[src/rtl/imem_loader_if.sv]
`timescale 1ns/1ps
`default_nettype none
// ============================================================================
// Module   : imem_loader_if
// Brief    : Byte-stream, instruction-memory write and status bundle for imem_loader
// Revision : 1.0
// ============================================================================
interface imem_loader_if #(
    parameter int ADDR_W = 8
);
    logic              in_valid;
    logic [7:0]        in_data;
    logic              in_ready;
    logic              restart;
    logic              mem_we;
    logic [ADDR_W-1:0] mem_addr;
    logic [31:0]       mem_wdata;
    logic              cpu_run;
    logic              done;
    logic              err;
    logic [ADDR_W:0]   words_loaded;

    modport master (
        output in_valid, in_data, restart,
        input  in_ready, mem_we, mem_addr, mem_wdata, cpu_run, done, err, words_loaded
    );

    modport slave (
        input  in_valid, in_data, restart,
        output in_ready, mem_we, mem_addr, mem_wdata, cpu_run, done, err, words_loaded
    );
endinterface
`default_nettype wire

[src/rtl/imem_loader.sv]
`timescale 1ns/1ps
`default_nettype none
// ============================================================================
// Module   : imem_loader
// Brief    : Boot loader: length-prefixed, XOR-checked byte image into instruction memory
// Revision : 1.0
// ============================================================================
module imem_loader #(
    parameter int ADDR_W    = 8,
    parameter int BASE_ADDR = 0
) (
    input  wire logic        clk,
    input  wire logic        reset,
    imem_loader_if.slave     bus
);
    typedef logic [ADDR_W:0]   cnt_t;
    typedef logic [ADDR_W-1:0] addr_t;

    localparam logic [2:0] c_S_LEN0 = 3'd0;
    localparam logic [2:0] c_S_LEN1 = 3'd1;
    localparam logic [2:0] c_S_DATA = 3'd2;
    localparam logic [2:0] c_S_CSUM = 3'd3;
    localparam logic [2:0] c_S_DONE = 3'd4;
    localparam logic [2:0] c_S_ERR  = 3'd5;

    localparam logic [31:0] c_DEPTH = 32'(1) << ADDR_W;

    logic [2:0]  r_state;
    logic [7:0]  r_len_lo;
    cnt_t        r_len;
    logic [7:0]  r_xor;
    logic [1:0]  r_byte_idx;
    logic [23:0] r_shift;
    cnt_t        r_words_loaded;
    logic        r_mem_we;
    addr_t       r_mem_addr;
    logic [31:0] r_mem_wdata;

    logic        w_active;
    logic        w_acc;
    logic [15:0] w_len16;
    logic        w_oversize;
    logic        w_last_word;

    assign w_active    = (r_state == c_S_LEN0) || (r_state == c_S_LEN1) ||
                         (r_state == c_S_DATA) || (r_state == c_S_CSUM);
    assign w_acc       = bus.in_valid && bus.in_ready;
    assign w_len16     = {bus.in_data, r_len_lo};
    assign w_oversize  = {16'd0, w_len16} > c_DEPTH;
    assign w_last_word = (r_words_loaded + cnt_t'(1)) == r_len;

    always_ff @(posedge clk) begin
        if (!reset) begin
            r_state        <= c_S_LEN0;
            r_len_lo       <= '0;
            r_len          <= '0;
            r_xor          <= '0;
            r_byte_idx     <= '0;
            r_shift        <= '0;
            r_words_loaded <= '0;
            r_mem_we       <= 1'b0;
            r_mem_addr     <= '0;
            r_mem_wdata    <= '0;
        end else begin
            r_mem_we <= 1'b0;
            case (r_state)
                c_S_LEN0: begin
                    if (w_acc) begin
                        r_len_lo <= bus.in_data;
                        r_xor    <= r_xor ^ bus.in_data;
                        r_state  <= c_S_LEN1;
                    end
                end
                c_S_LEN1: begin
                    if (w_acc) begin
                        r_xor <= r_xor ^ bus.in_data;
                        r_len <= cnt_t'(w_len16);
                        if (w_oversize)
                            r_state <= c_S_ERR;
                        else if (w_len16 == 16'd0)
                            r_state <= c_S_CSUM;
                        else
                            r_state <= c_S_DATA;
                    end
                end
                c_S_DATA: begin
                    if (w_acc) begin
                        r_xor      <= r_xor ^ bus.in_data;
                        r_byte_idx <= r_byte_idx + 2'd1;
                        if (r_byte_idx == 2'd3) begin
                            // Word index is the pre-increment word count.
                            r_mem_we       <= 1'b1;
                            r_mem_addr     <= addr_t'(BASE_ADDR) + r_words_loaded[ADDR_W-1:0];
                            r_mem_wdata    <= {bus.in_data, r_shift};
                            r_words_loaded <= r_words_loaded + cnt_t'(1);
                            if (w_last_word)
                                r_state <= c_S_CSUM;
                        end else begin
                            r_shift <= {bus.in_data, r_shift[23:8]};
                        end
                    end
                end
                c_S_CSUM: begin
                    if (w_acc)
                        r_state <= (bus.in_data == r_xor) ? c_S_DONE : c_S_ERR;
                end
                c_S_DONE, c_S_ERR: begin
                    if (bus.restart) begin
                        r_state        <= c_S_LEN0;
                        r_xor          <= '0;
                        r_byte_idx     <= '0;
                        r_shift        <= '0;
                        r_words_loaded <= '0;
                        r_len          <= '0;
                        r_len_lo       <= '0;
                    end
                end
                default: r_state <= c_S_LEN0;
            endcase
        end
    end

    assign bus.in_ready     = reset && w_active;
    assign bus.mem_we       = r_mem_we;
    assign bus.mem_addr     = r_mem_addr;
    assign bus.mem_wdata    = r_mem_wdata;
    assign bus.done         = (r_state == c_S_DONE);
    assign bus.err          = (r_state == c_S_ERR);
    assign bus.cpu_run      = (r_state == c_S_DONE);
    assign bus.words_loaded = r_words_loaded;

endmodule
`default_nettype wire

[src/flat_wrapper.sv]
// flat-port wrapper written by rule: the top's interface ports become plain ports
module imem_loader_flat 
#(
    parameter int ADDR_W    = 8,
    parameter int BASE_ADDR = 0
)
  (clk, reset, bus_in_valid, bus_in_data, bus_restart, bus_in_ready, bus_mem_we, bus_mem_addr, bus_mem_wdata, bus_cpu_run, bus_done, bus_err, bus_words_loaded);
  imem_loader_if #(.ADDR_W(ADDR_W)) bus_i ();
  input  wire logic clk;
  input  wire logic reset;
  input wire logic [$bits(bus_i.in_valid)-1:0] bus_in_valid;
  input wire logic [$bits(bus_i.in_data)-1:0] bus_in_data;
  input wire logic [$bits(bus_i.restart)-1:0] bus_restart;
  output wire logic [$bits(bus_i.in_ready)-1:0] bus_in_ready;
  output wire logic [$bits(bus_i.mem_we)-1:0] bus_mem_we;
  output wire logic [$bits(bus_i.mem_addr)-1:0] bus_mem_addr;
  output wire logic [$bits(bus_i.mem_wdata)-1:0] bus_mem_wdata;
  output wire logic [$bits(bus_i.cpu_run)-1:0] bus_cpu_run;
  output wire logic [$bits(bus_i.done)-1:0] bus_done;
  output wire logic [$bits(bus_i.err)-1:0] bus_err;
  output wire logic [$bits(bus_i.words_loaded)-1:0] bus_words_loaded;
  assign bus_i.in_valid = bus_in_valid;
  assign bus_i.in_data = bus_in_data;
  assign bus_i.restart = bus_restart;
  assign bus_in_ready = bus_i.in_ready;
  assign bus_mem_we = bus_i.mem_we;
  assign bus_mem_addr = bus_i.mem_addr;
  assign bus_mem_wdata = bus_i.mem_wdata;
  assign bus_cpu_run = bus_i.cpu_run;
  assign bus_done = bus_i.done;
  assign bus_err = bus_i.err;
  assign bus_words_loaded = bus_i.words_loaded;
  imem_loader #(.ADDR_W(ADDR_W), .BASE_ADDR(BASE_ADDR)) u_core (.clk(clk), .reset(reset), .bus(bus_i));
endmodule
[config.mk]
export PLATFORM = sky130hd
export DESIGN_NAME = imem_loader_flat
export DESIGN_NICKNAME = d
export VERILOG_FILES = /design/src/rtl/imem_loader_if.sv /design/src/rtl/imem_loader.sv /design/src/flat_wrapper.sv
export SDC_FILE = /design/constraint.sdc
export NUM_CORES = 1
export LEC_CHECK = 0
export BUFFER_PORTS_ARGS = -buffer_cell sky130_fd_sc_hd__buf_2
export CELL_PAD_IN_SITES_DETAIL_PLACEMENT = 0
export CELL_PAD_IN_SITES_GLOBAL_PLACEMENT = 1
export CORE_MARGIN = 2
export CORE_UTILIZATION = 40
export CTS_BUF_LIST = sky130_fd_sc_hd__clkbuf_8
export DETAILED_ROUTE_END_ITERATION = 8
export GPL_TIMING_DRIVEN = 1
export PLACE_DENSITY_LB_ADDON = 0.1
export SYNTH_ARGS = -nofsm -noshare
export SYNTH_HDL_FRONTEND = slang
export SYNTH_SLANG_ARGS = --single-unit
export TNS_END_PERCENT = 30
[constraint.sdc]
create_clock -name clk -period 4.2 [get_ports clk]
set_input_delay 0.42 -clock clk [delete_from_list [all_inputs] [get_ports clk]]
set_output_delay 0.42 -clock clk [all_outputs]
set_load 0.01 [all_outputs]
==> summary.md <==
| Metric | Value |
|---|---|
| Status | complete, no violations |
| Leakage Power | 1.81 nW |
| Measured slew at the worst slew-check pin | 1.10 ns |
| CTS clock-pin slew for the worst setup and hold paths | 0.10 ns |
| Number of global-route vias before repair | 3563 |
| WL final | 11600 um |
| Initial DRT Pass Iterations | 4 |
| Slew Limit Fails | 0 |
| Max stage delay on crit path | 0.63 ns |
| Cell Rows | 38 |
| Slowest CP cell | nor2b_2 |
| Routed WL per cell | 15.6 um |
| Async S/R FF share, synth | 0% |
| Die Width | 110 um |
| Fin crit share | 61.6% |
| Worst Skew | 0.0100 ns |
| Pre-CTS setup slack | 1.63 ns |
| DR iter-0 viols | 222 |
| Post-CTS Setup Repair Bufs | 0 |
| Post-synth EDFFs | 0 |
| Dpl hpwl | 7360 um |
| Initial antenna violation count | 0 |
| CP Launch Type | flip-flop |
| Grt total ovfl | 0 |
| Synthesized flop and latch total | 104 |
| Max_cap viols | 0 |
| Root buffer cell | clkbuf_8 |
| Largest net degree at the start of global routing | 63 |
| Tot Pwr | 1.71 mW |
| Post-Route Hold Slack | 0.361 ns |
| Die Ht | 110 um |
| Fin util | 45.3% |
| R2R Setup Slk | 1.61 ns |
| Total track usage | 19.8% |
| Pint | 1.26 mW |
| Net Sw Frac | 26.0% |
| Area Growth Syn to Fin | 9.60% |
| I/O Buffers | 65 |
| Sequential Power Share | 59.2% |
| Unrepaired setup endpoints after global routing | false |
| Compound-Gate Fraction of Synth Area | 18.1% |
| Register area share after synthesis | 46.0% |
| Pwr Density | 345 nW/um^2 |
| H-tree Lvls | 3 |
| Final Hold Violating Endpoints | 0 |
| Crit path time final | 2.59 ns |
| Relative slew margins | 26.7% |
| Post-synth top flop | dfxtp_1 |
| Layout cells sized above 1 | 15.2% |
| Comb power frac | 6.7% |
| Largest area contributor in the netlist | dfxtp_1 |
| Simple-gate portion of the synthesized area | 25.6% |
| Initial Util | 41.4% |
| CTS tree | done |
| Avg Vias per Cell | 5.34 |
| Final nets | 614 |
| Die area | 12200 sq um |
| Synth cell types | 51 |
| Post-synthesis cell area | 4520 sq um |
| Detailed-route via count | 3973 |
| Clk sinks | 104 |
| Placer Congestion | 0.846 |
| Clock share of power | 34.1% |
| Clk_lat worst skew | 0.38 ns |
| Worst-path maximum fanout | 24 |
| Routed Antenna Nets | 0 |
| Synth Area in XOR/XNOR | 3.49% |
| Hold buffers post-CTS | 0 |
| Synth top area share | 46.0% |
| DRC errors left | 0 |
| Fmax | 386 MHz |
| Critical Path Sink Type | flip-flop |
| Critical path class | reg2reg |
| Final setup vio count | 0 |
| Req. time, crit path | 4.42 ns |
| I/O pins | 66 |
| Final worst slack | 1.61 ns |
| Avg Cell Area, Syn | 7.94 sq um |
| Cts bufs inserted | 9 |
| Adder-Cell Fraction of Synth Area | 0.553% |
| Worst hold path type | in2reg |
| Post-CTS sizing | 0 |
| # diodes | 0 |
| CP Cell Sequence | nor2b_2 > nand2_2 > o21a_1 > nand2_1 > a21oi_1 |
| Total Negative Setup Slacks | 0 ns |
| Cells after synthesis | 570 |
| Core area | 10900 sq um |
| CP arrival | 2.81 ns |
| Mux cell area share after synthesis | 0% |
| First-pass GRT wire length | 18400 um |
| Main combinational cell family by area after synthesis | simple AND/OR/NAND/NOR gates |
| Synth Warn # | 0 |
| Clk buf depth | 2 |
| Synth area leaders | dfxtp_1 (46%), a21oi_1 (11%), nand2_1 (11%), nand3_1 (4.8%), nand3b_1 (3.0%) |
| Worst ir drop on vdd | 0.159 mV |
| Synthesized Nets | 584 |
| P_sw | 0.445 mW |
==> cells by family (layout without fill, tap and decap cells) <==
family	after synthesis	after routing
buf+inv	54	88
flops	104	104
fa+ha+maj	2	2
compound gates	144	144
simple gates	248	248
xor+xnor	18	18
==> cells in the final DEF (no fill, tap or decap), drive strengths merged, types with 2 or more instances in the layout <==
cell type	n
nand2	133
dfxtp	104
a21oi	102
buf	68
nand3	44
nor2	25
nand3b	18
o21ai	18
xnor2	14
clkbuf	10
inv	8
nor3	6
nor4	5
a31oi	4
xor2	4
nor2b	4
and3	3
and2	2
nand2b	2
o21a	2
o22a	2
o31ai	2
a211oi	2
o2111ai	2
ha	2
and3b	2
clkinv	2
==> registers in the layout, summed over array words and instances, names as in the netlist <==
| signal | count |
|---|---|
| u_core.bus.words_loaded | 9 |
| u_core.bus.mem_wdata | 32 |
| u_core.r_len | 9 |
| u_core.bus.mem_we | 1 |
| u_core.r_xor | 8 |
| u_core.r_shift | 24 |
| u_core.r_state | 3 |
| u_core.bus.mem_addr | 8 |
| u_core.r_len_lo | 8 |
| u_core.r_byte_idx | 2 |
==> final timing paths <==
| kind | from | endpoint | cells after the start |
|---|---|---|---|
| hold / removal | bus_in_data[5] | u_core.bus.mem_wdata[29] | 3 |
| setup reg to reg | u_core.r_state[2] | u_core.r_shift[19] | 5 |
| setup / recovery | u_core.r_state[2] | u_core.r_shift[19] | 5 |
| hold reg to reg | u_core.bus.mem_wdata[5] | u_core.bus.mem_wdata[5] | 2 |
==> critical path: cells and delay by family (launching register included) <==
kind | cells | cell delay, ns
AO/OA/AOI/OAI | 2 | 0.59
flip-flops | 1 | 0.58
AND/OR/NAND/NOR | 3 | 1.25
==> Yosys cell counts, drive strengths merged (5+ instances only) <==
library cell,count
nand2,133
dfxtp,104
a21oi,102
nand3,44
buf,28
nor2,25
clkbuf,21
nand3b,18
o21ai,18
xnor2,14
nor3,6
nor4,5
==> per-layer routing <==
metal / share of wire (%) / track usage (%) / up-vias
li1: - / - / 1996
met1: 49 / 27.5 / 1870
met5: 0 / 0 / -
met3: 5.1 / 3.00 / 14
met4: 1.6 / 7.95 / 0
met2: 44 / 30.8 / 93
==> through the flow <==
stage / std cells / area [sq um]
floorplan: 570 / 4520
global placement: 729 / 4790
global route: 744 / 4960
detailed placement: 729 / 4790
CTS: 744 / 4960
finish: 744 / 4960
==> power by group through the flow <==
stage,Combinational [mW],Clock (mW),Sequential (mW)
floorplan,0.0912,0,1.03
global placement,0.114,0,1.03
detailed placement,0.116,0,1.03
CTS,0.116,0.604,1.01
global route,0.127,0.636,1.01
finish,0.115,0.582,1.01
==> cell type report <==
type                            count  area [sq um]
Fill cell                        1127          5980
Clock buffer                       10           138
Clock inverter                      5          33.8
Timing Repair Buffer               68           348
Tap cell                          140           175
Sequential cell                   104          2080
Inverter                            5          20.0
Multi-Input combinational cell    412          2160
Note: power is estimated with default switching activity, not from simulation.
